<file path="src/rtl/hazard_ctrl.sv">
`default_nettype none
// ============================================================================
// Module   : hazard_ctrl
// Brief    : Pipeline hazard unit for the five-stage MIPS core. Produces the
//            operand-forwarding selects and every stage stall/flush enable.
//            It also sequences multi-cycle divides and holds an exception
//            flush until the bus wait states have finished.
// Revision : 1.0  initial release
// ============================================================================
module hazard_ctrl #(
    parameter int DIV_CYCLES = 32
) (
    input  logic       clk,
    input  logic       rst,
    input  logic [4:0] rsD,
    input  logic [4:0] rtD,
    input  logic [4:0] rsE,
    input  logic [4:0] rtE,
    input  logic [4:0] writeregE,
    input  logic [4:0] writeregM,
    input  logic [4:0] writeregW,
    input  logic       regwriteE,
    input  logic       regwriteM,
    input  logic       regwriteW,
    input  logic       memtoregE,
    input  logic       memtoregM,
    input  logic       branchD,
    input  logic       jrD,
    input  logic       div_startE,
    input  logic       i_stall,
    input  logic       d_stall,
    input  logic       exceptM,
    output logic       forwardaD,
    output logic       forwardbD,
    output logic [1:0] forwardaE,
    output logic [1:0] forwardbE,
    output logic       stallF,
    output logic       stallD,
    output logic       stallE,
    output logic       stallM,
    output logic       stallW,
    output logic       flushD,
    output logic       flushE,
    output logic       flushM,
    output logic       flushW,
    output logic       div_doneE,
    output logic       exc_flush
);

    // Counter reload: BUSY lasts DIV_CYCLES cycles, counting down to zero.
    localparam logic [5:0] c_cnt_load = 6'(DIV_CYCLES - 1);

    typedef enum logic [1:0] {
        S_IDLE = 2'd0,
        S_BUSY = 2'd1,
        S_DONE = 2'd2
    } div_state_t;

    div_state_t r_state;
    div_state_t w_state_nxt;
    logic [5:0] r_cnt;
    logic [5:0] w_cnt_nxt;
    logic       r_pend;

    logic       w_wrM_ok;
    logic       w_wrW_ok;
    logic       w_wrE_ok;
    logic       w_lwstall;
    logic       w_brstall;
    logic       w_lstall;
    logic       w_divstall;

    // Destination qualifiers; register 0 is hard-wired and never a hazard.
    assign w_wrM_ok = regwriteM && (writeregM != 5'd0);
    assign w_wrW_ok = regwriteW && (writeregW != 5'd0);
    assign w_wrE_ok = regwriteE && (writeregE != 5'd0);

    // Forwarding selects: the M result beats the W result (it is newer).
    always_comb begin
        forwardaE = 2'b00;
        forwardbE = 2'b00;
        if (w_wrM_ok && (writeregM == rsE))      forwardaE = 2'b10;
        else if (w_wrW_ok && (writeregW == rsE)) forwardaE = 2'b01;
        if (w_wrM_ok && (writeregM == rtE))      forwardbE = 2'b10;
        else if (w_wrW_ok && (writeregW == rtE)) forwardbE = 2'b01;
    end

    assign forwardaD = w_wrM_ok && (writeregM == rsD);
    assign forwardbD = w_wrM_ok && (writeregM == rtD);

    // Load-use: a load in E cannot forward to D in time.
    assign w_lwstall = memtoregE && (writeregE != 5'd0)
                       && ((writeregE == rsD) || (writeregE == rtD));

    // Branch compare in D needs a value still being produced in E, or a
    // load result still in M.
    assign w_brstall = (branchD || jrD)
                       && ((w_wrE_ok && ((writeregE == rsD) || (writeregE == rtD)))
                        || (memtoregM && (writeregM != 5'd0)
                            && ((writeregM == rsD) || (writeregM == rtD))));

    assign w_lstall   = i_stall || d_stall;
    assign exc_flush  = (exceptM || r_pend) && !w_lstall;
    assign div_doneE  = (r_state == S_DONE);
    assign w_divstall = div_startE && (r_state != S_DONE);

    // Exception flush overrides every stall except a bus wait, and a bus
    // wait already blocks exc_flush, so masking with ~exc_flush is safe.
    assign stallF = (w_lwstall || w_brstall || w_divstall || w_lstall) && !exc_flush;
    assign stallD = stallF;
    assign stallE = (w_divstall || w_lstall) && !exc_flush;
    assign stallM = w_lstall;
    assign stallW = w_lstall;

    assign flushD = exc_flush;
    assign flushM = exc_flush;
    assign flushW = exc_flush;
    // Bubble into E only when E itself is advancing.
    assign flushE = exc_flush || ((w_lwstall || w_brstall) && !stallE);

    // Divider sequencer next-state logic.
    always_comb begin
        w_state_nxt = r_state;
        w_cnt_nxt   = r_cnt;
        if (exc_flush) begin
            w_state_nxt = S_IDLE;
            w_cnt_nxt   = 6'd0;
        end else begin
            case (r_state)
                S_IDLE: begin
                    if (div_startE && !w_lstall) begin
                        w_state_nxt = S_BUSY;
                        w_cnt_nxt   = c_cnt_load;
                    end
                end
                S_BUSY: begin
                    if (r_cnt == 6'd0) w_state_nxt = S_DONE;
                    else               w_cnt_nxt   = r_cnt - 6'd1;
                end
                S_DONE: begin
                    if (!w_lstall) w_state_nxt = S_IDLE;
                end
                default: begin
                    w_state_nxt = S_IDLE;
                    w_cnt_nxt   = 6'd0;
                end
            endcase
        end
    end

    // Divider state and counter registers.
    always_ff @(posedge clk) begin
        if (rst) begin
            r_state <= S_IDLE;
            r_cnt   <= 6'd0;
        end else begin
            r_state <= w_state_nxt;
            r_cnt   <= w_cnt_nxt;
        end
    end

    // Remember an exception that arrived during a bus wait until it can flush.
    always_ff @(posedge clk) begin
        if (rst)                        r_pend <= 1'b0;
        else if (exc_flush)             r_pend <= 1'b0;
        else if (exceptM && w_lstall)   r_pend <= 1'b1;
    end

endmodule
`default_nettype wire

</file>
<file path="config.mk">
export PLATFORM = sky130hd
export DESIGN_NAME = hazard_ctrl
export DESIGN_NICKNAME = d
export VERILOG_FILES = /design/src/rtl/hazard_ctrl.sv
export SDC_FILE = /design/constraint.sdc
export NUM_CORES = 1
export LEC_CHECK = 0
export BUFFER_PORTS_ARGS = -buffer_cell sky130_fd_sc_hd__buf_4
export CORE_MARGIN = 2
export CORE_UTILIZATION = 44
export CTS_CLUSTER_SIZE = 16
export DETAILED_ROUTE_END_ITERATION = 12
export HOLD_SLACK_MARGIN = 0.12
export MAX_ROUTING_LAYER = met4
export PLACE_DENSITY = 0.8
export RECOVER_POWER = 25
export REMOVE_ABC_BUFFERS = 1
export SETUP_SLACK_MARGIN = 0.3
export SKIP_LAST_GASP = 1
export SLEW_MARGIN = 20
export SYNTH_ARGS = -nofsm -noshare
export SYNTH_HDL_FRONTEND = slang
export SYNTH_SLANG_ARGS = --single-unit
</file>
<file path="constraint.sdc">
create_clock -name clk -period 2.28 [get_ports clk]
set_input_delay 0.228 -clock clk [delete_from_list [all_inputs] [get_ports clk]]
set_output_delay 0.228 -clock clk [all_outputs]
set_load 0.02 [all_outputs]
</file>
* After elaboration in Yosys (flattened, before gate mapping)
Cells that the tools add are included.
Word-level totals: ROM bits 0, memories kept 0, flip-flop bits (word level) 9, word-level logic and storage cells 75, RAM bits 0, output and inout bits 17, latch bits 0, bits of input ports 48
Operators by class: multiply operators 0, div/mod/pow operators 0, add/sub/neg operators 1, mux-type cells 11, order comparisons 0, bitwise gates (word level) 1, shift operators 0, equal/unequal tests 15, reduce and logical (&&, ||, !) cells 44
Operators by type and width (number):
- $eq A5 B5 Y1 | 8
- $logic_and A1 B1 Y1 | 22
- $pmux W6 S3 | 1
- $reduce_bool A5 Y1 | 3
- $mux W6 | 2
- $logic_or A1 B1 Y1 | 11
- $mux W2 | 5
- $ne A2 B2 Y1 const B | 5
- $logic_not A6 Y1 | 1
- $pmux W2 S3 | 1
- $reduce_and A3 Y1 | 2
- $sub A6 B1 Y6 const B | 1
- $logic_not A1 Y1 | 3
- $eq A2 B1 Y1 const B | 1
- $eq A2 B2 Y1 const B | 1
- $logic_not A2 Y1 | 1
- $mux W1 | 2
- $reduce_or A2 Y1 | 1
- $not A1 Y1 | 1

* Longest topological paths before layout
depth after elaboration 9, mapped depth 8, gate-level depth less buffers 7

* Least setup slack after synthesis
Ideal clock, no wire load.
path type input-to-output, from input writeregM[1], to output forwardaE[0], stages 5, setup slack 0.025 ns, data required time 2.052 ns, data arrival time 2.027 ns, path through clkbuf_1 > or4_1 > o21ai_2 > nor4_1 > nor4_1
On the way: cells in the longest elaborated chain, start to end 4
Ends and longest elaborated chain:
- start, declared | line 20 | input logic [4:0] writeregM,
- $reduce_bool A5 Y1 | line 74 | assign w_wrM_ok = regwriteM && (writeregM != 5'd0);
- $logic_and A1 B1 Y1 | line 74
- $logic_and A1 B1 Y1 * | line 82 | if (w_wrM_ok && (writeregM == rsE)) forwardaE = 2'b10;
- $mux W2 * | line 82
- end, declared | line 35 | output logic [1:0] forwardaE,
Every way passes the cells marked *; elsewhere a longest branch is shown, timed or not.

* Worst setup path after layout
from register r_cnt[0], to register r_cnt[3]
On the way: cells in the longest elaborated chain, start to end 3
Ends and longest elaborated chain:
- start, declared | line 61 | logic [5:0] r_cnt;
- start signal, assigned | line 158 | r_cnt <= w_cnt_nxt;
- $sub A6 B1 Y6 / $logic_not A6 Y1 (equally long branches) | line 138, 137
- $mux W6 / $ne A2 B2 Y1 (equally long branches)
- $pmux W6 S3 / $reduce_and A3 Y1 (equally long branches)
Parallel ways exist; a longest one is shown, timed or not. The select of a mux whose other input is x is not followed. A chain may end at the register's enable or synchronous reset.

==> qor.txt <==
Clk pwr share = 21.2%
drt via density = 5.477
Leakage = 0.6977 nW
Layout area overhead = 45.63%
vias = 1309
Routed wire per std cell = 13.35 µm
launching point of the worst reg2reg path = r_cnt[0]
n_diodes = 0
largest net degree at the start of global routing = 14
largest cells by area after synthesis = xnor2_1, dfxtp_1, xor2_1
R2R setup slack = 0.35 ns
detailed placement HPWL = 2.602 mm
most common cell in the synthesized netlist = xnor2_1
leading area contributor after synthesis = xnor2_1
setup violators final = 0
Clock Skew = 0.005832 ns
CTS root buf = clkbuf_4
Initial Util = 46.02%
Critical Path Sink = r_cnt[3]
R2R cell count = 6
Area after DPL = 1573 µm²
CTS Buf Count = 3
Cell Chain, Critical Path = inv_1 > ha_1 > or3b_1 > o32a_4 > a31o_1 > a211oi_2
Int Power = 388.0 µW
post-synthesis register bit count = 9
clk slew on worst S/H paths = 0.06 ns
CP endpoint kind = flip-flop
Ys Warns = 0
DRC = 0
type of origin of the critical path = flip-flop
Top Ports = 65
CP Launch Point = r_cnt[0]
DP Worst Slack = 0.2614 ns
global-route usage over all layers = 22.93%
share of cells above drive strength 1 = 37.32%
crit path max fanout = 9
GRT overflow = 0
GPL Wtd Cong = 0.8011
die height = 54.68 µm
hold_buf cts = 0
outcome = finished, final reports clean
worst r2r dst = r_cnt[3]
share of the synthesized area in the top cell type = 17.05%
Synth cell types = 36
PD cells = 368.1 nW/µm²
Post-synth EDFFs = 0
hold wc startpoint = rst
die area = 2989 µm²
MaxCap Viol Count = 0
final WL = 3.190 mm
Reg power frac = 29.6%
Max transition margin = 68.29%
Setup WS post-layout = 0.3538 ns
synthesized area per cell = 7.482 µm²
Final Hold Fails = 0
RSZ-0062 raised after global routing = true
vias in the first global route = 1256
Pre-Repair DR Iteration Count = 4
Buffers on Ports = 64
first-pass GRT wire length = 4.954 mm
fin crit share = 84.48%
Largest stage delay, worst path = 0.43 ns
Seq/Total Area, Yosys = 15.95%
slowest CP cell = or3b_1
Register Area = 183.9 µm²
Final ANT Viol Nets = 0
Psw = 217.6 µW
initial antenna violation count = 0
die width = 54.68 µm
Worst Max-Slew Pin Slew = 0.4690 ns
Multi-input gate area = 868.3 µm²
Synth Cell Area = 1130 µm²
drt initial violations = 12
clk sinks = 9
Final Net Count = 259
Switching Share = 35.93%
Post-synth ARST share = 0%
Comb pwr share = 49.2%
fmax = 0.5192 GHz
final design area excluding fillers = 1645 µm²
post-synthesis instance total = 151
Slew Limit Fails = 0
CP required = 2.47 ns
clk_lat worst skew = 0.27 ns
Worst Path Arrival = 2.11 ns
Worst VDD drop = 0.2561 mV
worst hold path type = input port to flip-flop
Post-synth top cells = xnor2_1, xor2_1, nor2_1, a21oi_1, nand3_1
Final Critical Period = 1.926 ns
TNS Setup = 0 ns
Setup CP Type = flip-flop to flip-flop
# fillers = 190
# H-tree levels = 1
CTS tree = yes
Synth Flop Type = dfxtp_1
Core Box Area = 2455 µm²
Longest Clk Path Bufs = 2
Cell Rows = 18
how the worst min path moves through the flow:
| stage | to | slack (ns) | cells after the start |
|---|---|---|---|
| after detailed placement | r_pend | 0.41 | 2 |
| after floorplan | r_pend | 0.31 | 1 |
| final | r_pend | 0.13 | 2 |
| after CTS | r_pend | 0.12 | 2 |
| after global routing | r_pend | 0.15 | 2 |
| after global placement | r_pend | 0.40 | 2 |
sequential cells by signal (all words and copies together) (netlist names):
register / count
r_state: 2
r_cnt: 6
r_pend: 1
cell families after synthesis:
logic type	count (synthesis)	share of synthesized area, %
xor gates and xnor gates	41	31.78
AOI/OAI and AO/OA	27	16.50
DFF	9	15.95
and+or+nand+nor	52	25.03
buffers and inverters	21	9.634
adders and majority gates	1	1.107
final cells by class:
cell class / instances / area share [%]
Multi-Input combinational cell: 121 / 52.78
Timing Repair Buffer: 68 / 30.57
Sequential cell: 9 / 11.18
Tap cell: 30 / 2.281
Clock buffer: 4 / 1.597
Inverter: 7 / 1.597
cell usage in the layout, fill, tap and decap left out, types with 2 or more instances in the layout:
cell type / count
buf_4: 66
xnor2_1: 22
xor2_1: 19
nor2_1: 11
nand3_1: 10
a21oi_1: 9
dfxtp_1: 8
nor4_1: 7
inv_1: 7
nor3_1: 6
or4_1: 5
nand2_1: 5
o21ai_0: 3
clkbuf_4: 3
clkbuf_1: 3
or3b_1: 2
a31o_1: 2
nand2b_1: 2
a211oi_2: 2
per-layer routing:
metal | global-route usage [%] | share of wire (%) | wire length [µm] | up-vias
met5 | - | 0 | 0 | -
met4 | 10.42 | 1.7 | 55 | 0
met3 | 1.093 | 5.6 | 178 | 7
met2 | 40.48 | 52 | 1662 | 54
met1 | 26.43 | 41 | 1294 | 608
li1 | - | - | - | 640
critical path, delay by kind of cell (launching register included):
| kind | cells | cell delay, ns |
|---|---|---|
| adder cells (fa/ha/maj) | 1 | 0.18 |
| AO/OA/AOI/OAI | 3 | 0.82 |
| AND/OR/NAND/NOR | 1 | 0.43 |
| flip-flops | 1 | 0.33 |
| buffers and inverters | 1 | 0.08 |
metrics by stage:
step | total power, mW | instances | hold WS [ns] | utilization [%]
2_1_floorplan | 0.3345 | 137 | 0.3073 | -
3_3_place_gp | 0.4617 | 232 | 0.4005 | 64.07
3_5_place_dp | 0.4708 | 232 | 0.4093 | 64.07
4_1_cts | 0.6033 | 236 | 0.1214 | 65.90
5_1_grt | 0.6457 | 239 | 0.1479 | 67.02
6_report | 0.6056 | 239 | 0.1345 | 67.02
power by group through the flow:
stage / sequential [mW] / clock (mW) / combinational, mW
finish: 0.179 / 0.128 / 0.298
CTS: 0.180 / 0.130 / 0.294
global route: 0.181 / 0.140 / 0.325
floorplan: 0.182 / 0 / 0.152
global placement: 0.182 / 0 / 0.279
detailed placement: 0.183 / 0 / 0.288
repair_timing:
action                     4_1_cts  5_1_grt
setup buffers                    0        3
gates resized for setup          5        4
pin swaps                        2        4
setup endpoints to repair        5        6
Power figures use the tool's default switching activity.
